--- src/rtl/bird_motion_ctrl.sv ---
// bird_motion_ctrl: per-frame sequencer for the bird sprite.
// Game states are IDLE, PLAY, DEAD and OVER. Position and velocity are updated on
// frame_tick. pipe_hit takes effect in any cycle.
// Ports:
//   clk, rst_n          clock and asynchronous active-low reset
//   frame_tick          one-cycle pulse per frame
//   flap_key            flap key level; a rising edge queues one flap
//   pipe_hit            the bird overlaps a pipe
//   color_sel_in        skin choice, latched at game start
//   bird_height         sprite top-edge row
//   bird_angle          sprite angle index
//   bird_color_select   latched skin
//   bird_valid          sprite enable
//   game_active         high in PLAY
//   bird_dead           high in DEAD and OVER
module bird_motion_ctrl #(
  parameter logic        [8:0] START_HEIGHT = 9'd200,
  parameter logic        [8:0] CEILING      = 9'd0,
  parameter logic        [8:0] GROUND       = 9'd448,
  parameter logic signed [7:0] GRAVITY      = 8'sd2,
  parameter logic signed [7:0] FLAP_VEL     = -8'sd24,
  parameter logic signed [7:0] VMAX         = 8'sd32,
  parameter logic        [3:0] IDLE_ANGLE   = 4'd5
) (
  input  logic       clk,
  input  logic       rst_n,
  input  logic       frame_tick,
  input  logic       flap_key,
  input  logic       pipe_hit,
  input  logic [1:0] color_sel_in,
  output logic [8:0] bird_height,
  output logic [3:0] bird_angle,
  output logic [1:0] bird_color_select,
  output logic       bird_valid,
  output logic       game_active,
  output logic       bird_dead
);

  typedef enum logic [1:0] {IDLE, PLAY, DEAD, OVER} state_t;

  localparam logic        [10:0] START_Q  = {START_HEIGHT, 2'b00};
  localparam logic signed [11:0] CEIL_Q   = signed'({1'b0, CEILING, 2'b00});
  localparam logic signed [11:0] GROUND_Q = signed'({1'b0, GROUND, 2'b00});
  localparam logic signed [11:0] LAUNCH_S = signed'({1'b0, START_Q}) + 12'(FLAP_VEL);
  localparam logic        [10:0] LAUNCH_Q = LAUNCH_S[10:0];

  state_t            state, state_n;
  logic       [10:0] pos, pos_n;
  logic signed [7:0] vel, vel_n;
  logic        [2:0] bob, bob_n;
  logic              bob_down, bob_down_n;
  logic        [1:0] bob_div, bob_div_n;
  logic              flap_prev;
  logic              flap_pending, flap_pending_n;
  logic        [1:0] color, color_n;

  logic              flap_edge;
  logic signed [8:0] vel_sum;
  logic signed [7:0] vel_grav;
  logic signed [7:0] vel_step;
  logic signed [11:0] pos_sum;
  logic signed [8:0] ang_diff;
  logic        [8:0] ang_u;
  logic        [8:0] ang_shift;
  logic        [3:0] angle_motion;

  assign flap_edge = flap_key & ~flap_prev;

  // Shared physics step; PLAY substitutes the flap velocity when one is queued.
  always_comb begin
    vel_sum  = 9'(vel) + 9'(GRAVITY);
    vel_grav = (vel_sum > 9'(VMAX)) ? VMAX : vel_sum[7:0];
    vel_step = (state == PLAY && flap_pending) ? FLAP_VEL : vel_grav;
    pos_sum  = signed'({1'b0, pos}) + 12'(vel_step);
  end

  always_comb begin
    ang_diff     = 9'(vel) - 9'(FLAP_VEL);
    ang_u        = ang_diff;
    ang_shift    = ang_u >> 2;
    angle_motion = (ang_shift > 9'd10) ? 4'd10 : ang_shift[3:0];
  end

  always_comb begin
    state_n        = state;
    pos_n          = pos;
    vel_n          = vel;
    bob_n          = bob;
    bob_down_n     = bob_down;
    bob_div_n      = bob_div;
    color_n        = color;
    flap_pending_n = flap_pending | flap_edge;
    case (state)
      IDLE: begin
        if (frame_tick) begin
          flap_pending_n = flap_edge;
          if (flap_pending) begin
            color_n = color_sel_in;
            vel_n   = FLAP_VEL;
            pos_n   = LAUNCH_Q;
            state_n = PLAY;
          end else begin
            bob_div_n = bob_div + 2'd1;
            if (bob_div == 2'd3) begin
              if (!bob_down) begin
                if (bob == 3'd7) begin
                  bob_n      = 3'd6;
                  bob_down_n = 1'b1;
                end else begin
                  bob_n = bob + 3'd1;
                end
              end else begin
                if (bob == 3'd0) begin
                  bob_n      = 3'd1;
                  bob_down_n = 1'b0;
                end else begin
                  bob_n = bob - 3'd1;
                end
              end
            end
          end
        end
      end
      PLAY: begin
        if (pipe_hit) begin
          state_n        = DEAD;
          vel_n          = '0;
          flap_pending_n = 1'b0;
        end else if (frame_tick) begin
          flap_pending_n = flap_edge;
          vel_n          = vel_step;
          if (pos_sum <= CEIL_Q) begin
            pos_n = CEIL_Q[10:0];
            vel_n = '0;
          end else if (pos_sum >= GROUND_Q) begin
            pos_n   = GROUND_Q[10:0];
            vel_n   = '0;
            state_n = OVER;
          end else begin
            pos_n = pos_sum[10:0];
          end
        end
      end
      DEAD: begin
        flap_pending_n = 1'b0;
        if (frame_tick) begin
          vel_n = vel_step;
          if (pos_sum >= GROUND_Q) begin
            pos_n   = GROUND_Q[10:0];
            vel_n   = '0;
            state_n = OVER;
          end else begin
            pos_n = pos_sum[10:0];
          end
        end
      end
      OVER: begin
        flap_pending_n = 1'b0;
        pos_n          = GROUND_Q[10:0];
        if (flap_edge) begin
          state_n    = IDLE;
          pos_n      = START_Q;
          vel_n      = '0;
          bob_n      = '0;
          bob_down_n = 1'b0;
          bob_div_n  = '0;
        end
      end
      default: state_n = IDLE;
    endcase
  end

  always_ff @(posedge clk or negedge rst_n) begin
    if (!rst_n) begin
      state        <= IDLE;
      pos          <= START_Q;
      vel          <= '0;
      bob          <= '0;
      bob_down     <= 1'b0;
      bob_div      <= '0;
      flap_prev    <= 1'b0;
      flap_pending <= 1'b0;
      color        <= '0;
    end else begin
      state        <= state_n;
      pos          <= pos_n;
      vel          <= vel_n;
      bob          <= bob_n;
      bob_down     <= bob_down_n;
      bob_div      <= bob_div_n;
      flap_prev    <= flap_key;
      flap_pending <= flap_pending_n;
      color        <= color_n;
    end
  end

  always_comb begin
    bird_height = pos[10:2];
    bird_angle  = angle_motion;
    case (state)
      IDLE: begin
        bird_height = START_HEIGHT + 9'(bob);
        bird_angle  = IDLE_ANGLE;
      end
      OVER:    bird_angle = 4'd10;
      default: bird_angle = angle_motion;
    endcase
  end

  assign bird_color_select = color;
  assign bird_valid        = 1'b1;
  assign game_active       = (state == PLAY);
  assign bird_dead         = (state == DEAD) || (state == OVER);

endmodule

--- config.mk ---
export PLATFORM = sky130hd
export DESIGN_NAME = bird_motion_ctrl
export DESIGN_NICKNAME = d
export VERILOG_FILES = /design/src/rtl/bird_motion_ctrl.sv
export SDC_FILE = /design/constraint.sdc
export NUM_CORES = 1
export LEC_CHECK = 0
export CORE_MARGIN = 8
export CORE_UTILIZATION = 45
export CTS_CLUSTER_DIAMETER = 120
export DETAILED_ROUTE_END_ITERATION = 12
export PLACE_DENSITY_LB_ADDON = 0.25
export SLEW_MARGIN = 20
export SYNTH_ARGS = -nofsm -noshare
export SYNTH_HDL_FRONTEND = slang
export SYNTH_SLANG_ARGS = --single-unit
--- constraint.sdc ---
create_clock -name clk -period 5.3 [get_ports clk]
set_input_delay 0.53 -clock clk [delete_from_list [all_inputs] [get_ports clk]]
set_output_delay 0.53 -clock clk [all_outputs]
set_load 0.02 [all_outputs]
Word level (Yosys, flattened, before mapping)
Index checks and enable logic that the tools add are counted.
{"block": "classes", "n_addsub": 7, "n_lt_le_gt_ge": 4, "eq_ne": 15, "n_mux": 54, "n_bitwise": 3, "n_reduce_logical": 12}
{"cell": "$mux W11", "count": 8}
{"cell": "$mux W8", "count": 10}
{"cell": "$pmux W11 S4", "count": 1}
{"cell": "$pmux W8 S4", "count": 1}
{"cell": "$mux W3", "count": 7}
{"cell": "$mux W2", "count": 10}
{"cell": "$ne A2 B2 Y1 const B", "count": 8}
{"cell": "$reduce_and A5 Y1", "count": 3}
{"cell": "$add A12 B8 Y12", "count": 1}
{"cell": "$ge A12 B12 Y1 const B", "count": 1}
{"cell": "$le A12 B1 Y1 const B", "count": 1}
{"cell": "$add A8 B3 Y9 const A", "count": 1}
{"cell": "$add A8 B3 Y9 const B", "count": 1}
{"cell": "$gt A9 B7 Y1 const B", "count": 1}
{"cell": "$mux W1", "count": 9}
{"cell": "$mux W9", "count": 1}
{"cell": "$sub A8 B6 Y9 const B", "count": 1}
{"cell": "$pmux W2 S4", "count": 1}
{"cell": "$pmux W4 S2", "count": 1}
{"cell": "$gt A7 B4 Y1 const B", "count": 1}
{"cell": "$eq A2 B2 Y1 const B", "count": 3}
{"cell": "$ne A3 B3 Y1 const B", "count": 2}
{"cell": "$pmux W3 S2", "count": 1}
{"cell": "$reduce_and A6 Y1", "count": 1}
{"cell": "20 further kinds", "count": 20}
{"block": "word_totals", "reg_bits": 31, "word_cells": 104}

Longest topological paths before layout
Gate-level depths: netlist of run 1.
{"block": "depth", "depth_word": 11, "ltp_mapped": 20}

Worst setup path before layout of run 1
No wires, ideal clock.
{"block": "synth_path", "kind": "register to register", "start": "register state[1]", "end": "register vel[7]", "arrival_ps": 4269, "required_time_ps": 5167, "slack_ps": 897, "stages_incl_launch_ff": 20, "cell_sequence": "dfrtp_1 > inv_1 > ha_1 > clkbuf_1 > nand2_1 > and2_1 > a41o_1 > nand2_1 > inv_1 > ha_1 > fa_1 > nor2_1 > o221ai_1 > o211ai_1 > a21oi_1 > a221o_1 > nor4_4 > inv_2 > a22oi_2 > o31ai_1"}
{"block": "synth_via", "elab_chain_cells": 10, "word_cells_on_any_way": 21, "cone_classes": "add/sub: 1; order compare: 2; eq/ne: 8; mux: 7; reduce/logical: 3"}
{"item": "start: declaration", "line_no": "47", "source": "state_t state, state_n;"}
{"item": "start signal: assignment", "line_no": "185", "source": "state <= state_n;"}
{"item": "$eq A2 B1 Y1 *"}
{"item": "via game_active", "line_no": "35", "source": "output logic game_active,"}
{"item": "$logic_and A1 B1 Y1", "line_no": "73", "source": "vel_step = (state == PLAY && flap_pending) ? FLAP_VEL : vel_grav;"}
{"item": "$mux W8", "line_no": "73"}
{"item": "$add A12 B8 Y12", "line_no": "74", "source": "pos_sum = signed'({1'b0, pos}) + 12'(vel_step);"}
{"item": "$ge A12 B12 Y1", "line_no": "135, 148"}
{"item": "$mux W8", "line_no": "135, 148"}
{"item": "$mux W8", "line_no": "132", "source": "if (pos_sum <= CEIL_Q) begin"}
{"item": "$mux W8", "line_no": "129", "source": "end else if (frame_tick) begin"}
{"item": "$mux W8", "line_no": "125", "source": "if (pipe_hit) begin"}
{"item": "$pmux W8 S4", "line_no": "93", "source": "case (state)"}
{"item": "end signal: assignment", "line_no": "187", "source": "vel <= vel_n;"}
{"item": "end: declaration", "line_no": "49", "source": "logic signed [7:0] vel, vel_n;"}
Mark *: on every way through the listed nets, which the timed path passes. The rest lies on a longest branch. The select of a mux whose other input is x is not followed.
A chain may end at the register's enable or synchronous reset.

Worst setup path in the final report of run 1
{"block": "layout_path", "start": "register state[1]", "end": "register vel[0]"}
{"block": "layout_via", "elab_chain_cells": 10, "word_cells_on_any_way": 21, "cone_classes": "add/sub: 1; order compare: 2; eq/ne: 8; mux: 7; reduce/logical: 3"}
{"item": "$eq A2 B1 Y1", "line_no": "73, 93"}
{"item": "$logic_and A1 B1 Y1", "line_no": "73"}
{"item": "$mux W8", "line_no": "73"}
{"item": "$add A12 B8 Y12", "line_no": "74"}
{"item": "$ge A12 B12 Y1", "line_no": "135, 148"}
{"item": "$mux W8", "line_no": "135, 148"}
{"item": "$mux W8", "line_no": "132"}
{"item": "$mux W8", "line_no": "129"}
{"item": "$mux W8", "line_no": "125"}
{"item": "$pmux W8 S4", "line_no": "93"}
Several ways; a longest one is shown, not always the timed one. The select of a mux whose other input is x is not followed.

==> results of run 1 <==
power breakdown:
part	internal [mW]	switching, mW
Clock	0.152	0.0957
Sequential	0.328	0.100
Combinational	0.670	0.997
cells in the mapped netlist, types with 7 or more instances:
master    number
ha_1          23
nor2_1        29
inv_1         24
nor2b_1        8
nand2b_1       8
xnor2_1       10
and2_1         7
nand3_1        9
dfrtp_1       28
a21oi_1       27
nand2_1       38
o21ai_0       22
clkbuf_1      10
nor3_1         8
o21ai_1        9
sequential cells by signal, indices dropped and copies added (netlist names):
name	flops
pos	11
vel	8
bob	3
bird_color_select	2
bob_div	2
state	2
bob_down	1
flap_pending	1
flap_prev	1
cell usage in the layout (no fill, tap or decap), types with 9 or more instances in the layout:
cell type,n
dfrtp_1,28
xnor2_1,10
o21ai_0,22
nor2_1,29
nand2_1,38
clkdlybuf4s50_1,23
nand3_1,9
o21ai_1,9
ha_1,23
inv_1,24
a21oi_1,27
per-layer routing:
layer	routed length [um]	part of all wire [%]	track usage, %
met4	102	1.4	4.024
met3	261	3.5	2.916
met1	3567	48	20.10
met2	3523	47	26.51
met5	0	0	0
kinds of logic (layout without fill, tap and decap cells):
| kind of cell | Yosys count | after routing |
|---|---|---|
| fa+ha+maj | 25 | 25 |
| xor+xnor | 16 | 16 |
| compound gates | 116 | 116 |
| simple gates | 136 | 136 |
| buf+inv | 40 | 58 |
| mux | 2 | 2 |
| flops | 31 | 31 |
| other cells | 1 | 1 |
critical path, stage by stage (launching register included):
cell      delay (ps)
dfrtp_1          420
inv_1            120
ha_1             370
nand2_1          200
and2_1           200
a41o_1           300
nand2_1          130
inv_1             50
ha_1             210
fa_1             440
nor2_1           160
o221ai_1         120
o211ai_1         270
a21oi_1          210
a221o_1          450
nor4_4           490
inv_2             80
a22oi_2          400
o31ai_1          110
worst max-delay path by stage:
stage | start | endpoint | slack [ps]
6_report | state[1] | vel[0] | 420
3_5_place_dp | state[1] | vel[0] | 440
5_1_grt | state[1] | vel[0] | 5
2_1_floorplan | state[1] | vel[7] | 900
4_1_cts | state[1] | vel[0] | 460
3_3_place_gp | state[1] | vel[0] | 520
per-stage QoR:
step	cells	util, %	setup WS [ps]
after global routing	462	52.45	4.662
after floorplan	367	-	897.3
after global placement	454	50.60	516.7
after detailed placement	454	50.60	444.2
after CTS	462	52.45	455.7
final	462	52.45	423.7
layout make-up:
class,instances,area [um2],share of cell area [%]
Multi-Input combinational cell,296,2002,60.11
Sequential cell,31,779.5,23.40
Timing Repair Buffer,24,237.7,7.138
Inverter,26,97.59,2.930
Tap cell,77,96.34,2.893
Clock buffer,6,82.58,2.479
Clock inverter,2,35.03,1.052
==> results.yml, run 1 <==
cts:
  path_clk_slew_ps: 70
  clock_latency_ps: 290
  cts_inserted_buffers: 5
  cts.sinks: 31
  h-tree-depth: 2
  cts_setup_buffers: 0
  clockBufferDepth: 2
  cts_hold_buf: 0
  cts_tree: "built"
  cts.repair.resized: 0
  root_buffer: "clkbuf_8"
synth:
  synth_compound_area_share_pct: 26.48
  netlist_instances: 367
  synthMuxAreaShare_pct: 0.7663
  synth-seq-cells: 31
  synth_warnings: 0
  yosysTopAreaCellShare_pct: 23.84
  synthXorXnorAreaFrac_pct: 5.492
  synthDistinctLibCells: 71
  synth_edf_count: 0
  synth_top_family_by_area: "compound AO/OA/AOI/OAI gates"
  synth-adder-area-share_pct: 10.81
  synth-simple-area-share_pct: 24.44
  synthFlopType: "dfrtp_1"
  synth_area_um2: 2939
  async_flop_share_pct: 100.0
  ys_seq_area_share_pct: 26.52
  syn_nets: 398
  yosys.area.top_type: "dfrtp_1"
  syn_area_per_cell_um2: 8.008
  ys_top_cells_by_area: "dfrtp_1 24%, ha_1 9.8%, nand2_1 4.9%"
hold_path:
  min_path_type: "flip-flop to flip-flop"
  min_to: "pos[8]"
  min_path_cells: 2
  min_from: "pos[8]"
routing:
  via_per_inst: 5.950
  drc: 0
  dr.pass1.iters: 5
  ant_nets: 0
  drtIter0Drc: 192
  vias: 2749
  post_drt_wl_per_cell_um: 16.14
  routed_wl_um: 7455
die:
  rows: 29
  die_area_um2: 9373
  die_h_um: 96.82
  core_um2: 6350
  initial_core_util_pct: 46.29
  io_pins: 25
  die_x_um: 96.82
power_and_ir_drop:
  finalPower_mw: 2.343
  power.density_nw_per_um2: 703.4
  ir_worst_vdd_mv: 0.3238
  p_leak_nw: 1.400
sta:
  skew_ps: 6.941
  relSlewSlack_pct: 40.31
  post-route-min-period_ps: 4876
  max_freq_ghz: 0.2051
  slew_viol_final: 0
  hold_viol: 0
  setup_viol: 0
  final.period_utilization_pct: 92.01
  setup-tns-final_ps: 0
  whs_ps: 491.7
  rsz0062_at_grt: "no"
  tightest_slew_ps: 895.4
worst_setup_path:
  r2r-start: "state[1]"
  critPathLaunchType: "flip-flop"
  crit_type: "flip-flop to flip-flop"
  critPathArrivalTime_ps: 5020
  cp-end-kind: "flip-flop"
  r2r-end: "vel[0]"
  worst_ep_required_time_ps: 5440
  ff2ff_setup_slack_ps: 420
  critPathMaxFanout: 11
  reg2reg_depth: 18
place:
  post-dp-hpwl_um: 5738
  port_buffers: 23
  placed_cell_area_um2: 3213
  gp_congestion: 0.9034
global_route:
  grt_pass1_vias: 2597
  grt_max_degree: 32
  grt_pass1_wl_um: 12700
  antenna_found_initial: 0
  grt_overflow: 0
  grt_use_total_pct: 15.78
final_layout:
  fill_cells: 583
  syn2layout_area_growth_pct: 13.32
  drive_above_1_share_pct: 8.571
  n_antenna_cell: 0
  stdcell_area_um2: 3331
  num-nets-final: 415
run_status:
  status: "finished clean"
job:
  cap_viol_max_count: 0
Note: power is estimated with default switching activity, not from simulation.
==> run 2: changes to the inputs <==
--- a/config.mk
+++ b/config.mk
@@ -6,7 +6,7 @@
 export NUM_CORES = 1
 export LEC_CHECK = 0
 export CORE_MARGIN = 8
-export CORE_UTILIZATION = 45
+export CORE_UTILIZATION = 40
 export CTS_CLUSTER_DIAMETER = 120
 export DETAILED_ROUTE_END_ITERATION = 12
 export PLACE_DENSITY_LB_ADDON = 0.25
==> results.yml, run 2 (synthesized netlist as in run 1, its figures left out) <==
worst_setup_path:
  worst_ep_required_time_ps: 5460
  crit_path_frequent_cell: "a41o_1"
  crit_type: "flip-flop to flip-flop"
  critPathArrivalTime_ps: 5080
  cp-end-kind: "flip-flop"
  critPathMaxFanout: 10
  worst-path-buf-inv: 2
  cp_slowest_cell: "dfrtp_1"
  max_stage_delay_ps: 570
  crit_family: "compound AO/OA/AOI/OAI gates"
  critPathLaunchType: "flip-flop"
  ff2ff_setup_slack_ps: 380
  crit_chain: "nand3_2 -> xnor2_2 -> a41o_1 -> a41o_1 -> nand2_1 -> inv_1 -> ha_1 -> fa_1 -> nor2_1 -> o221ai_1 -> o211ai_1 -> a211o_1 -> a221o_1 -> nor4_4 -> inv_2 -> a22oi_2 -> o31ai_1"
sta:
  max_freq_ghz: 0.2032
  relSlewSlack_pct: 34.67
  final.period_utilization_pct: 92.84
  setup-tns-final_ps: 0
  whs_ps: 491.8
  tightest_slew_ps: 979.9
  worst_slack_ps: 379.4
  rsz0062_at_grt: "no"
  slew_viol_final: 0
  skew_ps: 7.490
  hold_viol: 0
  post-route-min-period_ps: 4921
  setup_viol: 0
routing:
  via_per_inst: 5.723
  routed_wl_um: 7706
  drtIter0Drc: 120
  vias: 2770
  drc: 0
  post_drt_wl_per_cell_um: 15.92
  dr.pass1.iters: 4
  ant_nets: 0
cts:
  cts_tree: "built"
  cts.sinks: 31
  cts_inserted_buffers: 5
  root_buffer: "clkbuf_8"
  h-tree-depth: 2
  path_clk_slew_ps: 80
  clock_latency_ps: 290
  cts_setup_buffers: 0
  clockBufferDepth: 2
hold_path:
  min_path_type: "flip-flop to flip-flop"
final_layout:
  layout_commonest_cell: "nand2_1"
  final_cell_mix: "38 x nand2_1, 29 x nor2_1, 28 x dfrtp_1, 27 x a21oi_1, 24 x inv_1"
  stdcell_area_um2: 3344
  multiInputGateArea_um2: 2017
  largest_register_ffs: 11
  layoutNonFillerInstCount: 484
  seqCellArea_um2: 779.5
  reg.largest.list: "pos (11), vel (8), bob (3)"
  fin_util_pct: 46.61
  n_antenna_cell: 0
  largest_register: "pos"
  drive_above_1_share_pct: 8.831
  num-nets-final: 415
  fill_cells: 727
  syn2layout_area_growth_pct: 13.79
place:
  post-dp-hpwl_um: 5865
  dpl_worst_slack_ps: 453.8
  port_buffers: 23
  placed_cell_area_um2: 3241
  placedCellCount: 476
  gp_congestion: 0.9091
global_route:
  antenna_found_initial: 0
  use_met1_pct: 21.04
  grt_pass1_vias: 2691
  top_usage_layer: "met2"
  grt_max_degree: 32
  grt_overflow: 0
  grt_use_met3_pct: 2.680
  grt_pass1_wl_um: 13170
  met2_usage_pct: 25.10
  grt_use_total_pct: 15.74
die:
  die_h_um: 101.7
  io_pins: 25
  rows: 31
  die_x_um: 101.7
  core_um2: 7176
  die_area_um2: 10350
  initial_core_util_pct: 40.96
power_and_ir_drop:
  ir_worst_vdd_mv: 0.3027
  finalPower_mw: 2.310
  power.density_nw_per_um2: 690.6
  p_leak_nw: 1.381
job:
  cap_viol_max_count: 0
run_status:
  status: "finished clean"
run 2: cell count changes in the layout (fill, tap and decap cells not counted), sizes merged:
cell / change
clkinvlp: +2
clkbuf: -1
bufinv: -1
run 2: worst paths after layout:
kind | startpoint | to | cells after the start
worst max-delay path | vel[3] | vel[7] | 17
worst min-delay path | bob_div[0] | bob_div[0] | 1
worst max register to register | vel[3] | vel[7] | 17
worst min register to register | bob_div[0] | bob_div[0] | 1
max in group asynchronous | rst_n | pos[9] | 2
min in group asynchronous | rst_n | vel[2] | 2
run 2: layout make-up:
cell class / instances / share of cell area (%)
Timing Repair Buffer: 24 / 7.108
Tap cell: 99 / 3.704
Inverter: 26 / 2.918
Clock buffer: 5 / 2.058
Clock inverter: 3 / 0.5986
Sequential cell: 31 / 23.31
Multi-Input combinational cell: 296 / 60.31
run 2: power breakdown:
| group | total, mW | switching (mW) | internal (mW) |
|---|---|---|---|
| Clock | 0.192 | 0.100 | 0.0914 |
| Sequential | 0.430 | 0.102 | 0.328 |
| Combinational | 1.69 | 1.01 | 0.675 |
| Total | 2.31 | 1.22 | 1.09 |
run 2: what timing repair did:
item                       in CTS  in global routing
setup endpoints to repair       0                 15
resized for setup               0                  2
hold endpoints to repair        0                  0
hold buffers                    0                  0
run 2: metal layers:
layer	vias to the layer above	share of wire, %
li1	1359	-
met1	1323	49
met2	80	45
met3	8	4.6
met4	0	1.2
met5	-	0
==> run 3: changes to the inputs <==
--- a/config.mk
+++ b/config.mk
@@ -5,10 +5,12 @@
 export SDC_FILE = /design/constraint.sdc
 export NUM_CORES = 1
 export LEC_CHECK = 0
+export CORE_ASPECT_RATIO = 0.6
 export CORE_MARGIN = 8
 export CORE_UTILIZATION = 40
 export CTS_CLUSTER_DIAMETER = 120
 export DETAILED_ROUTE_END_ITERATION = 12
+export GPL_TIMING_DRIVEN = 0
 export PLACE_DENSITY_LB_ADDON = 0.25
 export SLEW_MARGIN = 20
 export SYNTH_ARGS = -nofsm -noshare
==> constraint.sdc (replaced) <==
create_clock -name clk -period 4.7 [get_ports clk]
set_input_delay 0.47 -clock clk [delete_from_list [all_inputs] [get_ports clk]]
set_output_delay 0.47 -clock clk [all_outputs]
set_load 0.02 [all_outputs]
==> results.yml, run 3 (synthesized netlist as in run 1, its figures left out) <==
sta:
  tightest_slew_ps: 642.7
  setup_viol: 0
  skew_ps: 7.538
  slew_viol_final: 0
  relSlewSlack_pct: 57.15
  worst_slack_ps: 166.9
  max_freq_ghz: 0.2206
  setup-tns-final_ps: 0
  post-route-min-period_ps: 4533
  whs_ps: 73.91
  final.period_utilization_pct: 96.45
  rsz0062_at_grt: "yes"
  hold_viol: 0
worst_setup_path:
  critPathMaxFanout: 8
  critPathArrivalTime_ps: 4680
  ff2ff_setup_slack_ps: 170
  cp_num_cells: 19
  crit_chain: "clkbuf_4 -> and4_1 -> a31oi_2 -> and2_1 -> a41oi_2 -> nor2_4 -> ha_1 -> a21oi_1 -> inv_1 -> nor2_1 -> o221a_2 -> o22ai_1 -> and2_1 -> a211oi_1 -> nor4b_4 -> a31oi_2 -> a22oi_2 -> buf_4 -> o31ai_1"
  r2r-end: "vel[7]"
  crit_family: "compound AO/OA/AOI/OAI gates"
  cp-startpoint: "vel[3]"
  cp-end-kind: "flip-flop"
  worst_ep_required_time_ps: 4850
  reg2reg_depth: 19
  worst-path-buf-inv: 3
  worstSetupEndpoint: "vel[7]"
  cp_slowest_cell: "a41oi_2"
  crit_type: "flip-flop to flip-flop"
  critPathLaunchType: "flip-flop"
  r2r-start: "vel[3]"
  max_stage_delay_ps: 390
final_layout:
  layout_commonest_cell: "nand2_1"
  final_cell_mix: "38 x nand2_1, 27 x nor2_1, 25 x a21oi_1, 25 x dfrtp_1, 24 x inv_1"
  reg.largest.list: "pos (11), vel (8), bob (3)"
  num-nets-final: 440
  largest_register: "pos"
  layoutNonFillerInstCount: 501
  drive_above_1_share_pct: 16.59
  n_antenna_cell: 0
  largest_register_ffs: 11
  fill_cells: 700
  syn2layout_area_growth_pct: 26.01
place:
  post-dp-hpwl_um: 6625
  port_buffers: 23
  placedCellCount: 482
  dpl_worst_slack_ps: -500.6
  gp_congestion: 0.9766
global_route:
  grt_use_total_pct: 16.71
  grt_max_degree: 23
  antenna_found_initial: 0
  grt_overflow: 0
  grt_pass1_vias: 2722
  grt_pass1_wl_um: 14000
cts:
  clockBufferDepth: 2
  clock_latency_ps: 280
  cts_tree: "built"
  cts.sinks: 31
  root_buffer: "clkbuf_16"
  cts_inserted_buffers: 5
  h-tree-depth: 2
  path_clk_slew_ps: 60
die:
  initial_core_util_pct: 40.95
  die_h_um: 82.40
  io_pins: 25
  rows: 24
  die_x_um: 126.7
  die_area_um2: 10440
  core_um2: 7177
routing:
  post_drt_wl_per_cell_um: 17.26
  routed_wl_um: 8648
  via_per_inst: 5.830
  ant_nets: 0
  vias: 2921
  drc: 0
  dr.pass1.iters: 5
  drtIter0Drc: 273
hold_path:
  min_path_type: "input pin to asynchronous set/reset pin"
power_and_ir_drop:
  power.density_nw_per_um2: 816.7
  ir_worst_vdd_mv: 0.3716
  p_leak_nw: 1.544
  finalPower_mw: 3.025
job:
  cap_viol_max_count: 0
run_status:
  status: "finished clean"
run 3: what timing repair did:
action,4_1_cts,5_1_grt
endpoints found under the setup margin,21,21
buffers inserted,4,8
hold buffers,0,0
gates resized for setup,4,23
pin swaps,3,3
run 3: worst min path at each step:
stage / startpoint / to / slack (ps)
global placement: pos[0] / pos[0] / 480
CTS: rst_n / vel[3] / 80
finish: rst_n / vel[3] / 70
global route: rst_n / vel[3] / 90
floorplan: rst_n / bird_color_select[0] / 170
detailed placement: rst_n / vel[3] / 380
run 3: final cells by class:
cell class                 count  area, um2  share of cell area, %
tap                           91      113.9                  3.074
clock inverter                 2      35.03                 0.9459
timing repair buffer          36      342.8                  9.257
buffer                        13      58.81                  1.588
inverter                      26      97.59                  2.635
clock buffer                   6      138.9                  3.750
multi-input combinational    296       2133                  57.60
sequential                    31      783.3                  21.15
run 3: worst reg2reg max path: stages (launching register included):
cell      delay (ps)
dfrtp_1          370
clkbuf_4         220
and4_1           240
a31oi_2          150
and2_1           220
a41oi_2          390
nor2_4            80
ha_1             290
a21oi_1          300
inv_1            120
nor2_1           110
o221a_2          230
o22ai_1          150
and2_1           210
a211oi_1         380
nor4b_4          320
a31oi_2          180
a22oi_2          150
buf_4            190
o31ai_1           90
run 3: power by group:
part	leakage (nW)	switching [mW]	total [mW]	internal, mW
Clock	0.0868	0.125	0.388	0.264
Sequential	0.381	0.0806	0.452	0.371
Combinational	1.08	1.30	2.18	0.880
Total	1.54	1.51	3.02	1.52
run 3: metal layers:
| metal | GRT usage [%] | vias to the layer above | share of wire [%] |
|---|---|---|---|
| li1 | - | 1424 | - |
| met2 | 24.14 | 85 | 40 |
| met1 | 24.61 | 1401 | 53 |
| met3 | 2.756 | 11 | 5.6 |
| met4 | 5.778 | 0 | 1.8 |
| met5 | 0 | - | 0 |
run 3: stage by stage:
| stage | util (%) | instance area, um2 |
|---|---|---|
| after floorplan | - | 2939 |
| after global placement | 45.75 | 3283 |
| after detailed placement | 46.06 | 3306 |
| after CTS | 49.16 | 3528 |
| after global routing | 51.60 | 3704 |
| final | 51.60 | 3704 |
